===== src/rtl/feistel_round_sequencer_if.sv =====
// Byte/key/mode request channel and result channel of the Feistel round
// sequencer. The master side offers work and takes results; the slave side
// is the sequencer itself.
interface feistel_round_sequencer_if;
    logic       in_valid;
    logic       in_ready;
    logic [7:0] in_data;
    logic [7:0] in_key;
    logic       in_decrypt;
    logic       out_valid;
    logic       out_ready;
    logic [7:0] out_data;

    modport master (
        output in_valid, in_data, in_key, in_decrypt, out_ready,
        input  in_ready, out_valid, out_data
    );

    modport slave (
        input  in_valid, in_data, in_key, in_decrypt, out_ready,
        output in_ready, out_valid, out_data
    );
endinterface


===== src/rtl/feistel_round_sequencer.sv =====
// Multi-round Feistel controller around the 8-bit nibble round function.
// A byte is accepted in IDLE, processed one round per clock in ROUND with a
// rotating key schedule, and held in DONE until the consumer takes it.
// Decrypt runs the same datapath with the encrypt key sequence reversed.
module feistel_round_sequencer #(
    parameter int ROUNDS = 4
) (
    input  logic                        clock,
    input  logic                        reset,
    feistel_round_sequencer_if.slave    bus,
    output logic                        busy,
    output logic [3:0]                  round_idx
);

    if ((ROUNDS < 1) || (ROUNDS > 15)) begin : g_bad_rounds
        $error("feistel_round_sequencer: ROUNDS must be in 1..15");
    end

    localparam logic [3:0] LAST_ROUND = 4'(ROUNDS - 1);
    // Decrypt starts from the key encrypt would use in its final round.
    localparam int         PRE_ROT    = (ROUNDS - 1) % 8;

    typedef enum logic [1:0] {
        IDLE  = 2'd0,
        ROUND = 2'd1,
        DONE  = 2'd2
    } state_t;

    // Expansion, key mix, then nibble add with key[0] as carry-in.
    function automatic logic [3:0] f_round(input logic [3:0] r, input logic [7:0] k);
        logic [7:0] e;
        logic [7:0] x;
        e = {r[3], r[0], r[1], r[2], r[1], r[3], r[2], r[0]};
        x = e ^ k;
        return x[7:4] + x[3:0] + {3'b000, k[0]};
    endfunction

    function automatic logic [7:0] rotl1(input logic [7:0] k);
        return {k[6:0], k[7]};
    endfunction

    function automatic logic [7:0] rotr1(input logic [7:0] k);
        return {k[0], k[7:1]};
    endfunction

    function automatic logic [7:0] rotl_n(input logic [7:0] k, input int n);
        logic [7:0] r;
        r = k;
        for (int i = 0; i < n; i++) begin
            r = rotl1(r);
        end
        return r;
    endfunction

    state_t     state_q, state_d;
    logic [7:0] data_q,  data_d;
    logic [7:0] key_q,   key_d;
    logic       dec_q,   dec_d;
    logic [3:0] cnt_q,   cnt_d;
    logic [7:0] out_q,   out_d;

    logic       last_s;
    logic [3:0] f_s;
    logic [7:0] step_s;

    // Round datapath: Feistel swap on every round except the last.
    always_comb begin
        last_s = (cnt_q == LAST_ROUND);
        f_s    = f_round(data_q[3:0], key_q);
        if (last_s) begin
            step_s = {data_q[7:4] ^ f_s, data_q[3:0]};
        end else begin
            step_s = {data_q[3:0], data_q[7:4] ^ f_s};
        end
    end

    // Next-state and register-load decode for the IDLE/ROUND/DONE sequence.
    always_comb begin
        state_d = state_q;
        data_d  = data_q;
        key_d   = key_q;
        dec_d   = dec_q;
        cnt_d   = cnt_q;
        out_d   = out_q;
        case (state_q)
            IDLE: begin
                if (bus.in_valid) begin
                    data_d  = bus.in_data;
                    key_d   = bus.in_decrypt ? rotl_n(bus.in_key, PRE_ROT) : bus.in_key;
                    dec_d   = bus.in_decrypt;
                    cnt_d   = 4'd0;
                    state_d = ROUND;
                end else begin
                    state_d = IDLE;
                end
            end
            ROUND: begin
                data_d = step_s;
                key_d  = dec_q ? rotr1(key_q) : rotl1(key_q);
                cnt_d  = cnt_q + 4'd1;
                if (last_s) begin
                    out_d   = step_s;
                    state_d = DONE;
                end else begin
                    state_d = ROUND;
                end
            end
            DONE: begin
                if (bus.out_ready) begin
                    state_d = IDLE;
                end else begin
                    state_d = DONE;
                end
            end
            default: begin
                state_d = IDLE;
            end
        endcase
    end

    // State and datapath registers with asynchronous active-low reset.
    always_ff @(posedge clock or negedge reset) begin
        if (!reset) begin
            state_q <= IDLE;
            data_q  <= 8'h00;
            key_q   <= 8'h00;
            dec_q   <= 1'b0;
            cnt_q   <= 4'd0;
            out_q   <= 8'h00;
        end else begin
            state_q <= state_d;
            data_q  <= data_d;
            key_q   <= key_d;
            dec_q   <= dec_d;
            cnt_q   <= cnt_d;
            out_q   <= out_d;
        end
    end

    // Status outputs decoded only from registered state.
    always_comb begin
        bus.in_ready  = (state_q == IDLE);
        bus.out_valid = (state_q == DONE);
        bus.out_data  = out_q;
        busy          = (state_q == ROUND) || (state_q == DONE);
        if (state_q == ROUND) begin
            round_idx = cnt_q;
        end else begin
            round_idx = 4'd0;
        end
    end

endmodule


===== src/flat_wrapper.sv =====
// flat-port wrapper written by rule: the top's interface ports become plain ports
module feistel_round_sequencer_flat 
#(
    parameter int ROUNDS = 4
)
  (clock, reset, busy, round_idx, bus_in_valid, bus_in_data, bus_in_key, bus_in_decrypt, bus_out_ready, bus_in_ready, bus_out_valid, bus_out_data);
  feistel_round_sequencer_if bus_i ();
  input  logic clock;
  input  logic reset;
  output logic busy;
  output logic [3:0] round_idx;
  input wire logic [$bits(bus_i.in_valid)-1:0] bus_in_valid;
  input wire logic [$bits(bus_i.in_data)-1:0] bus_in_data;
  input wire logic [$bits(bus_i.in_key)-1:0] bus_in_key;
  input wire logic [$bits(bus_i.in_decrypt)-1:0] bus_in_decrypt;
  input wire logic [$bits(bus_i.out_ready)-1:0] bus_out_ready;
  output wire logic [$bits(bus_i.in_ready)-1:0] bus_in_ready;
  output wire logic [$bits(bus_i.out_valid)-1:0] bus_out_valid;
  output wire logic [$bits(bus_i.out_data)-1:0] bus_out_data;
  assign bus_i.in_valid = bus_in_valid;
  assign bus_i.in_data = bus_in_data;
  assign bus_i.in_key = bus_in_key;
  assign bus_i.in_decrypt = bus_in_decrypt;
  assign bus_i.out_ready = bus_out_ready;
  assign bus_in_ready = bus_i.in_ready;
  assign bus_out_valid = bus_i.out_valid;
  assign bus_out_data = bus_i.out_data;
  feistel_round_sequencer #(.ROUNDS(ROUNDS)) u_core (.clock(clock), .reset(reset), .bus(bus_i), .busy(busy), .round_idx(round_idx));
endmodule

===== config.mk =====
export PLATFORM = sky130hd
export DESIGN_NAME = feistel_round_sequencer_flat
export DESIGN_NICKNAME = d
export VERILOG_FILES = /design/src/rtl/feistel_round_sequencer_if.sv /design/src/rtl/feistel_round_sequencer.sv /design/src/flat_wrapper.sv
export SDC_FILE = /design/constraint.sdc
export NUM_CORES = 1
export LEC_CHECK = 0
export BUFFER_PORTS_ARGS = -buffer_cell sky130_fd_sc_hd__buf_2
export CAP_MARGIN = 25
export CORE_UTILIZATION = 59
export DETAILED_ROUTE_END_ITERATION = 6
export PLACE_DENSITY_LB_ADDON = 0.05
export SYNTH_ARGS = -nofsm -noshare
export SYNTH_HDL_FRONTEND = slang
export SYNTH_SLANG_ARGS = --single-unit

===== constraint.sdc =====
create_clock -name clock -period 3.5 [get_ports clock]
set_clock_uncertainty 0.2 [all_clocks]
set_input_delay 0.7 -clock clock [delete_from_list [all_inputs] [get_ports clock]]
set_output_delay 0.7 -clock clock [all_outputs]
set_load 0.01 [all_outputs]

Yosys cells after proc, flatten, opt, wreduce, memory -nomap -nowiden
Cells that the tools add are included.
{"block": "word_totals", "out_inout_bits": 15, "reg_bits": 31, "word_cells": 35}
{"block": "classes", "reduce_logical": 6, "n_bitwise": 2, "n_addsub": 3, "n_mux": 14, "n_eq_ne": 4}
{"operator": "two-way mux 8 bit", "n": 5}
{"operator": "one-hot mux 8 bit (2 select lines)", "n": 2}
{"operator": "two-way mux 4 bit", "n": 2}
{"operator": "one-hot mux 4 bit (2 select lines)", "n": 1}
{"operator": "XOR 8 bit", "n": 1}
{"operator": "one-hot mux 2 bit (3 select lines)", "n": 1}
{"operator": "AND reduction 2 bit", "n": 3}
{"operator": "adder 4 x 1 -> 4 bit", "n": 1}
{"operator": "adder 4 x 1 -> 4 bit (second input constant)", "n": 1}
{"operator": "adder 4 bit", "n": 1}
{"operator": "equality test 4 x 2 -> 1 bit (second input constant)", "n": 1}
{"operator": "two-way mux 2 bit", "n": 2}
{"operator": "XOR 4 bit", "n": 1}
{"operator": "equality test 2 x 1 -> 1 bit (second input constant)", "n": 1}
{"operator": "equality test 2 bit (second input constant)", "n": 1}
{"operator": "logical NOT 2 bit", "n": 1}
{"operator": "inequality test 2 bit (second input constant)", "n": 1}
{"operator": "nonzero test 2 bit", "n": 1}
{"operator": "logical OR 1 bit", "n": 1}
{"operator": "two-way mux 1 bit", "n": 1}

Logic depth before layout (Yosys ltp)
{"block": "logic_depth", "depth_word": 6, "ltp_mapped": 8}

Least setup slack after synthesis
No wires, ideal clock.
{"block": "synth_path", "path_type": "register to output", "from": "register u_core.state_q[1]", "to": "output port round_idx[0]", "required_ns": 2.600, "arrival_time_ns": 1.246, "path_slack_ns": 1.354, "path_stages_with_launch": 6, "path_cell_list": "dfrtp_1 inv_1 ha_1 clkbuf_1 clkbuf_1 and2_1"}
{"block": "synth_via", "elab_chain_len": 2}
{"element": "from (decl)", "line_no": "feistel_round_sequencer.sv:55", "source": "state_t state_q, state_d;"}
{"element": "from (signal assigned)", "line_no": "feistel_round_sequencer.sv:131", "source": "state_q <= state_d;"}
{"element": "equality test 2 x 1 -> 1 bit", "line_no": "feistel_round_sequencer.sv:146", "source": "if (state_q == ROUND) begin"}
{"element": "two-way mux 4 bit", "line_no": "feistel_round_sequencer.sv:146"}
{"element": "to (decl)", "line_no": "flat_wrapper.sv:11", "source": "output logic [3:0] round_idx;"}
No other way between the ends.

Worst setup path after layout
Ends and elaborated chain as after synthesis.

==> metrics.md <==
| Metric | Value |
|---|---|
| Drt first pass iters | `4` |
| Ys async rst share | `1.00` |
| H-Tree Depth | `2` |
| Max Clk Rate | `approximately 0.40 GHz` |
| Num CTS Buffers | `5` |
| Tmin final | `roughly 2.5 ns` |
| Initial DRC count | `71` |
| RR Startpoint | `u_core.state_q[1]$_DFF_PN0_` |
| Area after DPL | `2110 um^2` |
| First-pass GRT wire length | `6730 um` |
| Fin nets | `263` |
| Core ar. | `3050 um^2` |
| Yosys top cell by area | `dfrtp_1` |
| DR vias/cell | `roughly 5.5` |
| Die width | `58.7 um` |
| Die height | `58.7 um` |
| CTS tree | `built` |
| Setup CP Type | `reg2out` |
| HPWL Detailed | `2990 um` |
| CP startpoint kind | `flip-flop` |
| Synth Cell Area | `between 1500 and 2000 um^2` |
| Root buf cell | `clkbuf_4` |
| Worst flop-to-flop path endpoint | `u_core.data_q[7]$_DFFE_PN0P_` |
| Worst r2r path cells | `6` |
| Layout area overhead | `14.8%` |
| Initial antenna violation count | `0` |
| I/O pin total | `36` |
| Syn nets | `229` |
| Area contributors post-synth | `dfrtp_1 41%, mux2_2 7.7%, mux2i_1 5.3%` |
| RSZ-0062 raised after global routing | `no` |
| Worst slew pin tran | `0.695 ns` |
| Clock buffer depth | `2` |
| Slowest Stage Delay on Critical Path | `0.45 ns` |
| Setup slack after layout | `0.998 ns` |
| Drt wl/cell | `14.4 um` |
| Area occupied by multi-input gates | `1070 um^2` |
| Largest fanout on the critical path | `15` |
| Slew headroom | `0.535` |
| CP Cell Sequence | `inv_1 > ha_1 > and2_1 > buf_2` |
| Final TNS setup | `0 ns` |
| Synth Register Bits | `31` |
| Post-synthesis cell count | `200` |
| Synth warn | `0` |
| Filler instances | `between 200 and 300` |
| Number of post-CTS setup repair buffers | `0` |
| Final GP Congestion | `0.899` |
| Input/output buffers | `35` |
| Fraction of layout cells with a size suffix above 1 | `0.260` |
| Top_reg_cell synth | `dfrtp_1` |
| Hold Buf Count CTS | `0` |
| Cell Pwr Density | `1160 nW/um^2` |
| Max Slew Vio Count | `0` |
| Most instantiated cells after synthesis | `31 x dfrtp_1, 23 x nand2_1, 17 x nor2_1` |
| Starting Density | `0.622` |
| Leakage | `1.07 nW` |
| Sink Count | `31` |
| Worst setup EP type | `output port` |
| Top-area cell type share of the netlist area | `0.409` |
| Worst hold path class | `in2async` |
| Post-route cell area | `~2200 um^2` |
| Worst IR Drop VDD | `roughly 0.00050 V` |
| Reg2reg setup slack | `1.13 ns` |
| Final Util | `0.714` |
| Vias | `1543` |
| # DRC | `0` |
| Slowest CP cell | `ha_1` |
| Most numerous cell in the Yosys netlist | `dfrtp_1` |
| Post-synth EDFFs | `0` |
| Post-synthesis sequential area ratio | `0.409` |
| Worst-skew pair later-pin latency | `0.33 ns` |
| Crit share post-route | `0.715` |
| Setup WS pre-CTS | `roughly 1.2 ns` |
| Final ANT Viol Nets | `0` |
| Final setup viols | `0` |
| Vias in the first global route | `about 1.5k` |
| Crit path DAT | `1.60 ns` |
| Hold Worst Slack | `0.197 ns` |
| Cts repair resizes | `0` |
| GRT Resource Usage Total | `0.264` |
| Mean Syn Cell Area | `approximately 9.5 um^2` |
| Unique masters post-synth | `34` |
| Largest net degree at the start of global routing | `32` |
| Req. time, crit path | `2.60 ns` |
| Num rows | `20` |
| Status | `finished, final reports clean` |
| Clock transition at path regs | `0.09 ns` |
| Sequential cell area | `776 um^2` |
| Max Cap Viol | `0` |
| Die area | `approximately 3400 um^2` |
| Final WL | `4010 um` |
| Final hold violations | `0` |
| Grt total ovfl | `0` |
| Antenna fix cells | `0` |
==> kinds of logic after synthesis <==
| family | after synthesis | synth area share |
|---|---|---|
| buffers and inverters | 15 | 0.0297 |
| flip-flops | 31 | 0.409 |
| multiplexers | 23 | 0.130 |
| adder cells (fa/ha/maj) | 8 | 0.0567 |
| XOR/XNOR | 13 | 0.0712 |
| AND/OR/NAND/NOR | 61 | 0.146 |
| AO/OA/AOI/OAI | 49 | 0.158 |
==> area by class of cell <==
| class | count | share of cell area |
|---|---|---|
| inverters | 4 | 0.00689 |
| multi-input cells | 154 | 0.489 |
| clock buffers | 8 | 0.0316 |
| well taps | 44 | 0.0253 |
| flip-flops and latches | 31 | 0.356 |
| repair buffers | 38 | 0.0908 |
==> where the power goes <==
part / switching [mW] / internal [mW] / total (mW) / leakage, nW
sequential: 0.187 / 0.534 / 0.721 / 0.379
clock: 0.122 / 0.118 / 0.240 / 0.0386
combinational: 0.824 / 0.732 / 1.56 / 0.654
==> through the flow <==
stage / std cells / total power [mW]
final: 279 / 2.52
after detailed placement: 271 / 2.28
after floorplan: 200 / 1.92
after global routing: 279 / 2.75
after global placement: 271 / 2.23
after CTS: 279 / 2.52
==> metal layers <==
| metal | up-vias | track usage | part of all wire |
|---|---|---|---|
| li1 | 765 | - | - |
| met1 | 721 | 0.334 | 0.47 |
| met2 | 45 | 0.425 | 0.47 |
| met3 | 12 | 0.0549 | 0.039 |
| met4 | 0 | 0.136 | 0.027 |
| met5 | - | 0 | 0 |
==> worst max-delay path by stage <==
stage / start / endpoint
final: u_core.state_q[1]$_DFF_PN0_ / round_idx[0]
after global routing: u_core.state_q[1]$_DFF_PN0_ / round_idx[1]
after detailed placement: u_core.state_q[1]$_DFF_PN0_ / u_core.data_q[7]$_DFFE_PN0P_
after CTS: u_core.state_q[1]$_DFF_PN0_ / round_idx[0]
after floorplan: u_core.state_q[1]$_DFF_PN0_ / round_idx[0]
after global placement: u_core.state_q[1]$_DFF_PN0_ / u_core.data_q[3]$_DFFE_PN0P_
==> worst max-delay path, delay by kind of cell, from the launching register on <==
kind / cells / cell delay, ns
adders and majority gates: 1 / 0.45
buffers and inverters: 2 / 0.20
and+or+nand+nor: 1 / 0.20
DFF: 1 / 0.41
==> layout by cell type, fill, tap and decap left out, types with 3 or more instances in the layout <==
cell,n
mux2_2,13
o21ai_0,12
o21ai_1,5
and2_1,4
clkbuf_4,5
inv_1,4
buf_2,35
nand3_1,8
nand2b_1,3
dfrtp_1,31
ha_1,7
nand2_1,23
xnor2_1,6
a2bb2oi_1,3
nor2_1,17
buf_4,3
xor2_1,5
a22o_1,3
mux2i_1,10
a21oi_1,16
==> state kept, by name, summed over array words and instances (netlist names) <==
name and flops:
u_core.cnt_q 4, u_core.key_q 8, u_core.bus.out_data 8, u_core.dec_q 1
u_core.data_q 8, u_core.state_q 2
Power figures use the tool's default switching activity.
